## src/rtl/mod_counter.sv

```systemverilog
// mod_counter: parametrised up/down counter with wrap or saturate ends,
// synchronous clear/load and registered terminal-count / wrap pulses.
//
// Parameters: WIDTH (2..32), MAX_VAL (1..2^WIDTH-1), PRESCALE (>=1, prescaler only)
// Optional feature: define MOD_COUNTER_PRESCALE_EN to compile in a prescaler
//   so that only every PRESCALE-th enabled cycle produces a step.
//
// Ports:
//   clk       rising-edge clock
//   rst       asynchronous active-high reset
//   clear     synchronous clear to 0 (beats load and step)
//   load      synchronous load of min(load_val, MAX_VAL) (beats step)
//   load_val  value to load
//   en        count enable
//   dir       1 = up, 0 = down
//   wrap_mode 1 = wrap at range ends, 0 = saturate
//   cnt       registered count
//   tc        registered pulse: a step landed on the terminal value
//   wrap_p    registered pulse: a step wrapped
//   at_max    cnt == MAX_VAL (combinational)
//   at_min    cnt == 0 (combinational)
module mod_counter #(
  parameter int unsigned WIDTH    = 7,
  parameter int unsigned MAX_VAL  = 100,
  parameter int unsigned PRESCALE = 4
) (
  input  logic             clk,
  input  logic             rst,
  input  logic             clear,
  input  logic             load,
  input  logic [WIDTH-1:0] load_val,
  input  logic             en,
  input  logic             dir,
  input  logic             wrap_mode,
  output logic [WIDTH-1:0] cnt,
  output logic             tc,
  output logic             wrap_p,
  output logic             at_max,
  output logic             at_min
);

  // Reject illegal configurations at elaboration.
  if (WIDTH < 2 || WIDTH > 32) begin : g_bad_width
    $error("mod_counter: WIDTH out of range");
  end
  if (MAX_VAL < 1 || (WIDTH < 32 && MAX_VAL > (32'd1 << WIDTH) - 1)) begin : g_bad_max
    $error("mod_counter: MAX_VAL out of range");
  end
  if (PRESCALE < 1) begin : g_bad_pre
    $error("mod_counter: PRESCALE must be at least 1");
  end

  localparam logic [WIDTH-1:0] MAXV = WIDTH'(MAX_VAL);

  logic             step;
  logic [WIDTH-1:0] cnt_nxt;
  logic             tc_nxt;
  logic             wrap_nxt;

`ifdef MOD_COUNTER_PRESCALE_EN
  // Counts enabled cycles 0..PRESCALE-1; the step fires on the last one.
  localparam int unsigned    PW   = (PRESCALE > 1) ? $clog2(PRESCALE) : 1;
  localparam logic [PW-1:0]  PTOP = PW'(PRESCALE - 1);

  logic [PW-1:0] pre;
  logic [PW-1:0] pre_nxt;

  assign step = en && (pre == PTOP);

  always_comb begin
    pre_nxt = pre;
    if (clear || load)
      pre_nxt = '0;
    else if (en)
      pre_nxt = (pre == PTOP) ? '0 : pre + 1'b1;
  end

  always_ff @(posedge clk or posedge rst) begin
    if (rst) pre <= '0;
    else     pre <= pre_nxt;
  end
`else
  assign step = en;
`endif

  // Pulses default low so they only last the cycle after a qualifying step.
  always_comb begin
    cnt_nxt  = cnt;
    tc_nxt   = 1'b0;
    wrap_nxt = 1'b0;
    if (clear) begin
      cnt_nxt = '0;
    end else if (load) begin
      cnt_nxt = (load_val > MAXV) ? MAXV : load_val;
    end else if (step) begin
      if (dir) begin
        if (cnt < MAXV) begin
          cnt_nxt = cnt + 1'b1;
          tc_nxt  = (cnt + 1'b1 == MAXV);
        end else if (wrap_mode) begin
          cnt_nxt  = '0;
          wrap_nxt = 1'b1;
        end
      end else begin
        if (cnt != '0) begin
          cnt_nxt = cnt - 1'b1;
          tc_nxt  = (cnt == WIDTH'(1));
        end else if (wrap_mode) begin
          cnt_nxt  = MAXV;
          wrap_nxt = 1'b1;
        end
      end
    end
  end

  always_ff @(posedge clk or posedge rst) begin
    if (rst) begin
      cnt    <= '0;
      tc     <= 1'b0;
      wrap_p <= 1'b0;
    end else begin
      cnt    <= cnt_nxt;
      tc     <= tc_nxt;
      wrap_p <= wrap_nxt;
    end
  end

  assign at_max = (cnt == MAXV);
  assign at_min = (cnt == '0);

endmodule

```

## config.mk

```make
export PLATFORM = sky130hd
export DESIGN_NAME = mod_counter
export DESIGN_NICKNAME = d
export VERILOG_FILES = /design/src/rtl/mod_counter.sv
export SDC_FILE = /design/constraint.sdc
export NUM_CORES = 1
export LEC_CHECK = 0
export CORE_UTILIZATION = 50
export CTS_BUF_LIST = sky130_fd_sc_hd__clkbuf_2
export CTS_CLUSTER_DIAMETER = 100
export DETAILED_ROUTE_END_ITERATION = 10
export MAX_ROUTING_LAYER = met4
export PLACE_DENSITY = 0.82
export SETUP_SLACK_MARGIN = 0.3
export SLEW_MARGIN = 10
export SYNTH_ARGS = -nofsm -noshare
export SYNTH_HDL_FRONTEND = slang
export SYNTH_SLANG_ARGS = --single-unit
```

## constraint.sdc

```tcl
create_clock -name clk -period 2.7 [get_ports clk]
set_clock_uncertainty 0.2 [all_clocks]
set_input_delay 0.27 -clock clk [delete_from_list [all_inputs] [get_ports clk]]
set_output_delay 0.27 -clock clk [all_outputs]
set_load 0.005 [all_outputs]
```

**Yosys cells after proc, flatten, opt, wreduce, memory -nomap -nowiden**

Cells that the tools add are included.

- Add/sub/neg operators: 2
- Order comparisons: 2
- Equality and inequality tests: 4
- Multiplexer cells: 22
- Reductions and logical operators: 5

Operator list:

| cell | number |
|---|---|
| $mux 7 | 9 |
| $eq 7x7->1 const B | 2 |
| $mux 1 | 13 |
| $add 7x1->7 const B | 1 |
| $eq 7x1->1 const B | 1 |
| $gt 7x7->1 const B | 1 |
| $logic_not 7->1 | 1 |
| $lt 7x7->1 const B | 1 |
| $reduce_bool 7->1 | 1 |
| $sub 7x1->7 const B | 1 |
| $ne 5x3->1 const B | 1 |
| $reduce_bool 5->1 | 1 |
| $reduce_and 3->1 | 1 |
| $reduce_bool 3->1 | 1 |

- Register bits after elaboration: 9
- Bits of input ports: 14
- Output and inout bits: 11
- Word-level logic and storage cells: 38

**Longest topological paths before layout**

Gate-level depths: netlist of the first run.

- Word-level depth: 7
- Depth in mapped cells: 8
- Mapped depth without buffers: 7

**Least setup slack after synthesis of the first run**

No wires, ideal clock.

- Path type: register to register
- Start: reg cnt[0]
- End: reg cnt[5]
- Data arrival time: 1.862 ns
- Data required time: 2.379 ns
- Path slack: 0.517 ns
- Cell stages (with the launch flop): 9
- Period minus slack after synthesis: 2.183 ns
- Cells stage by stage: dfrtp_1 > inv_1 > ha_1 > or3b_2 > o22ai_4 > a21o_4 > buf_6 > nor2_1 > a22o_1

- Longest elaborated chain between the ends: 6

Ends and longest elaborated chain:

| item | RTL line | RTL |
|---|---|---|
| start, declared | 35 | `output logic [WIDTH-1:0] cnt,` |
| start signal, assigned | 122 | `cnt <= cnt_nxt;` |
| $sub 7x1->7, or another cell as far along | 106 | `cnt_nxt = cnt - 1'b1;` |
| $mux 7, on equally long branches | 105, 97 |  |
| $mux 7 | 96 | `if (dir) begin` |
| $mux 7 | 95 | `end else if (step) begin` |
| $mux 7 | 93 | `end else if (load) begin` |
| $mux 7 | 91 | `if (clear) begin` |

Several ways; a longest one is shown, not always the timed one. The select of a mux whose other input is x is not followed.
A chain may end at the register's enable or synchronous reset.

**Final worst setup path of the first run**

- Start: reg cnt[2]
- End: out at_min

- Longest elaborated chain between the ends: 1

Ends and longest elaborated chain:

| item | RTL line | RTL |
|---|---|---|
| $logic_not 7->1 | 129 | `assign at_min = (cnt == '0);` |
| end, declared | 39 | `output logic at_min` |

Every way passes these cells.

==> results.yml, run 1 <==
clocking:
  postCtsHoldBufs: 0
  cts.htree.levels: 1
  numCtsBuffers: 3
  root_buffer: "clkbuf_2"
  clk_pin_slew_ps: 120
  clk-insertion-delay-late_ps: 270
  clock-sinks: 9
  cts_tree: "built"
  ctsLongestPathBuffers: 2
routing:
  wl_met2_um: 1360
  via_count: 1067
  wl_per_cell_um: 16.8
  first_iter_violations: 86
  drt-met1-wl_um: 1110
  viasPerCell: 6.28
  routed.top_layer: "met4"
  wl_um: 2860
  drc_errors: 0
  dr.pass1.iters: 4
  met3_length_um: 302
  ant_nets: 0
sta:
  tns_ps: 0
  tightest_slew_ps: 549
  fin_crit_sh: 0.867
  rsz0062_at_grt: "false"
  slew-limit-headroom: 0.631
  clock.fmax_mhz: 427
  hold_viol: 0
  whs_ps: 58.1
  period_needed_ps: 2340
  setup_violations: 0
  slew_violations: 0
setup_path:
  cp-end-kind: "output pin"
  required_ps: 2230
  critPathArrivalTime_ps: 1870
  critical_path_class: "reg2out"
  crit_fanout: 3
  cp-start-kind: "flip-flop"
cells_and_area:
  final_nets: 165
  final_common_cell: "clkdlybuf4s50_1"
  postLayoutCellArea_um2: 1270
  area_growth_pct: 31.8
  antenna_cells: 0
  final_cell_mix: "clkdlybuf4s50_1 (24), nand2_1 (12), nor2_1 (10)"
  ff_latch_area_um2: 225
  fill_cells: 147
  layout-drive-gt1-share: 0.166
  postLayoutCoreUtil: 0.720
  multi_input_area_um2: 663
placement:
  port_buffers: 24
  dpl_cell_area_um2: 1240
  gp_congestion: 0.994
  place_hpwl_um: 2170
yosys:
  synth_xor_area_frac: 0.0455
  synth_top_family_by_area: "compound AO/OA/AOI/OAI gates"
  syn-num-nets: 136
  synthAdderAreaFrac: 0.0649
  synth-seq-cells: 9
  synth_seq_area_share: 0.234
  yosysUniqueCellTypes: 41
  synth_compound_area_frac: 0.312
  synth_area_per_cell_um2: 8.23
  synth_simple_gate_area_share: 0.264
  syn_area_um2: 963
  ys_warn_count: 0
  muxShareOfSynthArea: 0
  synthCells: 117
power_and_ir_drop:
  peakVddDrop_uv: 286
  power.leakage_nw: 0.519
  total_power_mw: 0.535
  powerDensity_nw_per_um2: 421
job:
  maxCapViolCount: 0
grt:
  antenna_found_initial: 0
  grt_overflow: 0
  grt_pass1_wl_um: 4510
  grt_max_degree: 15
  track_usage: 0.319
  grt_pass1_vias: 955
die:
  die_x_um: 45.9
  fp.dieArea_um2: 2110
  start_util: 0.546
  die_y_um: 45.9
  rows: 15
  io_pins: 25
  core-area_um2: 1760
status:
  status: "finished, final reports clean"
hold_path:
  hp-class: "in2async"
[through the flow]
| step | instances | setup WS [ps] |
|---|---|---|
| after floorplan | 117 | 517 |
| after global placement | 165 | 557 |
| after detailed placement | 165 | 549 |
| after CTS | 170 | 355 |
| after global routing | 170 | 310 |
| final | 170 | 358 |
[per-layer routing]
metal | vias to the layer above | global-route usage
li1 | 493 | -
met1 | 480 | 0.405
met2 | 82 | 0.485
met3 | 12 | 0.0873
met4 | 0 | 0.106
met5 | - | -
[layout make-up]
class,count,area share
Sequential cell,9,0.177
Multi-Input combinational cell,93,0.522
Clock buffer,4,0.0158
Inverter,6,0.0177
Tap cell,25,0.0246
Timing Repair Buffer,33,0.242
[power breakdown]
group | leakage, nW | switching (mW) | internal, mW
logic | 0.383 | 0.152 | 0.131
clock network | 0.0166 | 0.0533 | 0.0393
registers | 0.119 | 0.0120 | 0.147
total | 0.519 | 0.217 | 0.318
[path summary, 6_finish.rpt]
path / startpoint / to / slack, ps / cells after the start
min in group clk: load_val[1] / cnt[1]$_DFFE_PP0P_ / 390 / 3
max reg2reg: cnt[0]$_DFFE_PP0P_ / cnt[5]$_DFFE_PP0P_ / 550 / 7
max: cnt[2]$_DFFE_PP0P_ / at_min / 360 / 3
min: rst / wrap_p$_DFF_PP0_ / 60 / 2
min reg2reg: cnt[3]$_DFFE_PP0P_ / cnt[3]$_DFFE_PP0P_ / 520 / 3
max in group asynchronous: rst / cnt[6]$_DFFE_PP0P_ / 1940 / 2
[timing repair]
action | in CTS | in global routing
hold endpoints to repair | 0 | 0
endpoints found under the setup margin | 1 | 1
setup buffers | 1 | 0
resized for setup | 0 | 1
pin swaps | 1 | 0
[worst max-delay path: stages (launching register included)]
cell and delay, ps:
dfrtp_1 390, or4_4 600, nor2_4 120, clkdlybuf4s50_1 510
[cells by family (layout without fill, tap and decap cells)]
family | after synthesis | in the layout
adder cells (fa/ha/maj) | 5 | 5
buffers and inverters | 15 | 43
flip-flops | 9 | 9
XOR/XNOR | 5 | 5
AO/OA/AOI/OAI | 35 | 35
AND/OR/NAND/NOR | 48 | 48
[state kept, by name, indices dropped and copies added (netlist names)]
name    flops
tc          1
wrap_p      1
cnt         7
[synth_stat cells]
library cell / count / area, um2
a21boi_0: 1 / 7.51
a21o_4: 1 / 15.0
a21oi_1: 6 / 30.0
a22o_1: 3 / 26.3
a311oi_1: 3 / 26.3
a31o_2: 1 / 8.76
a31oi_1: 3 / 18.8
a32o_1: 1 / 10.0
and3_1: 1 / 6.26
and4_1: 1 / 8.76
and4b_1: 1 / 10.0
buf_2: 5 / 25.0
buf_6: 2 / 22.5
clkbuf_1: 2 / 7.51
dfrtp_1: 9 / 225
ha_1: 5 / 62.6
inv_1: 6 / 22.5
nand2_1: 12 / 45.0
nand2b_1: 1 / 6.26
nand3_1: 5 / 25.0
nand4_1: 1 / 6.26
nand4b_1: 2 / 17.5
nor2_1: 10 / 37.5
nor2_4: 1 / 11.3
nor2b_1: 1 / 6.26
nor3_1: 7 / 35.0
nor4_1: 2 / 12.5
o21ai_0: 4 / 20.0
o21bai_1: 1 / 7.51
o221a_2: 1 / 11.3
o221ai_1: 1 / 8.76
o22ai_4: 1 / 20.0
o311ai_0: 2 / 17.5
o311ai_4: 1 / 26.3
o31ai_1: 4 / 30.0
o41ai_2: 1 / 16.3
or2_2: 1 / 6.26
or3b_2: 1 / 8.76
or4_4: 1 / 11.3
xnor2_1: 1 / 8.76
xor2_1: 4 / 35.0
No activity file was read; power rests on OpenSTA's default activity.
==> inputs of run 2 (changes only) <==
--- a/config.mk
+++ b/config.mk
@@ -16,3 +16,4 @@
 export SYNTH_ARGS = -nofsm -noshare
 export SYNTH_HDL_FRONTEND = slang
 export SYNTH_SLANG_ARGS = --single-unit
+export TNS_END_PERCENT = 20
==> results of run 2 <==
Final layout, timing and power as in run 1 (identical DEF).
==> RTL edit, RTL diff (settings of run 2) <==
Build with the macro `MOD_COUNTER_PRESCALE_EN` defined.
--- a/src/rtl/mod_counter.sv
+++ b/src/rtl/mod_counter.sv
@@ -21,2 +21,4 @@
 //   at_min    cnt == 0 (combinational)
+`define MOD_COUNTER_PRESCALE_EN
+
 module mod_counter #(
Check against the original RTL: not equivalent (a bounded check fails within 4 cycles, from zero or initial values and one cycle with rst high).
==> RTL edit against run 2 <==
- routed wire length down 10%
- register-to-register slack got worse by 0.07 ns
- non-clock buffer count is 3 lower
- power rose by 2.1%
- final area rose by 1.1%
- worst setup slack improved by 0.058 ns
- area after synthesis is 2.6% higher
- sequential cell count increased by 2
==> RTL edit: results (changes against run 2) <==
.. list-table::
   :header-rows: 1

   * - Metric
     - Value
   * - Int Pwr
     - 0.000342 W (+7.7%)
   * - Synth top area cells
     - sky130_fd_sc_hd__dfrtp_1 28%, sky130_fd_sc_hd__ha_1 7.6%, sky130_fd_sc_hd__nor2_1 4.9%
   * - Slew of the pin with the lowest slew margin
     - 0.661 ns (+0.112 ns)
   * - R2r worst-path depth
     - 5 (-2)
   * - WL final
     - 2570 um (-10%)
   * - VDD IR-drop max
     - 0.296 mV (+3.5%)
   * - Synth Area in Compound Gates
     - 0.219 (-0.0927)
   * - Resized Gates After CTS
     - 1 (+1)
   * - Reported leakage power
     - 0.529 nW (+2.0%)
   * - Post-place instance area
     - 0.00124 mm^2 (+0.30%)
   * - Switching share of power
     - 0.374 (-0.0325)
   * - Adder-cell area share of the yosys netlist
     - 0.0759 (+0.0110)
   * - Number of global-route vias before repair
     - 840 (-12%)
   * - Synthesized net count
     - 143 (+5.1%)
   * - Run status
     - completed
   * - Number of violations reported at the end of detailed-routing iteration 0
     - 66 (-23%)
   * - DPL Wire Length
     - 1890 um (-13%)
   * - Critical path arrival
     - 1.81 ns (-0.06 ns)
   * - CP Max Fanout
     - 9 (+6)
   * - Clock distribution power
     - 0.0000920 W (-0.6%)
   * - Vias per cell
     - 5.91 (-5.9%)
   * - Number of different library cells in the post-synthesis netlist
     - 36 (-12%)
   * - Largest registers ranked by flip-flop count
     - cnt x7, pre x2
   * - Top cells by count, synth
     - 13 x sky130_fd_sc_hd__nor2_1, 11 x sky130_fd_sc_hd__dfrtp_1, 10 x sky130_fd_sc_hd__nand2_1, 7 x sky130_fd_sc_hd__clkbuf_1, 7 x sky130_fd_sc_hd__inv_1
   * - Critical path class
     - reg2out
   * - Post-Synth XOR/XNOR Area
     - 0.0532 (+0.00771)
   * - GPL Wtd Cong
     - 0.925 (-6.9%)
   * - Multiplexer share of the synthesized area
     - 0.0304 (+0.0304)
   * - Net total in the final layout
     - 168 (+1.8%)
   * - First-pass GRT wire length
     - 3840 um (-15%)
   * - Worst hold path type
     - in2async
   * - End point of the critical path
     - at_min
   * - Setup Buffers After CTS
     - 0 (-1)
   * - Register-to-Register Setup Slack
     - 0.48 ns (-0.07 ns)
   * - Share of synthesized area occupied by flip-flops and latches
     - 0.278 (+0.0447)
   * - FF-to-FF End
     - cnt[2]$_DFFE_PP0P_
RTL edit: cell count changes in the layout (fill, tap and decap cells not counted), moves of 3 or more:
cell                              run 2  this run
sky130_fd_sc_hd__dfrtp_2              0         4
sky130_fd_sc_hd__o41ai_1              0         4
sky130_fd_sc_hd__a311oi_1             3         0
sky130_fd_sc_hd__a31oi_1              3         0
sky130_fd_sc_hd__buf_4                9         6
sky130_fd_sc_hd__mux2i_1              0         3
sky130_fd_sc_hd__nor2_1              10        13
sky130_fd_sc_hd__nor3b_1              0         3
sky130_fd_sc_hd__xnor2_1              1         4
RTL edit: worst max-delay path, stage by stage (launching register included):
cell,delay [ns]
sky130_fd_sc_hd__dfrtp_2,0.48
sky130_fd_sc_hd__nor3_2,0.26
sky130_fd_sc_hd__nand3_1,0.18
sky130_fd_sc_hd__inv_2,0.13
sky130_fd_sc_hd__clkdlybuf4s50_1,0.51
RTL edit: metrics by stage:
| step | worst slack (ns) | cells | hold WS, ns | utilization |
|---|---|---|---|---|
| 6_report | 0.416 | 172 | 0.0908 | 0.720 |
| 5_1_grt | 0.290 | 172 | 0.0994 | 0.720 |
| 4_1_cts | 0.314 | 171 | 0.0968 | 0.712 |
| 3_5_place_dp | 0.461 | 167 | 0.323 | 0.698 |
| 3_3_place_gp | 0.487 | 167 | 0.333 | 0.698 |
| 2_1_floorplan | 0.364 | 123 | -0.0776 | - |
RTL edit: final cells by class:
class / instances / share of cell area
flip-flops and latches: 11 / 0.218
multi-input cells: 95 / 0.499
inverters: 7 / 0.0205
repair buffers: 30 / 0.222
well taps: 25 / 0.0244
clock buffers: 4 / 0.0156
RTL edit: layer usage:
metal	track usage	vias to the layer above	share of wire
met5	-	-	0
met4	0.0353	0	0.0082
met3	0.0667	2	0.10
met2	0.403	70	0.47
met1	0.352	445	0.41
li1	-	499	-
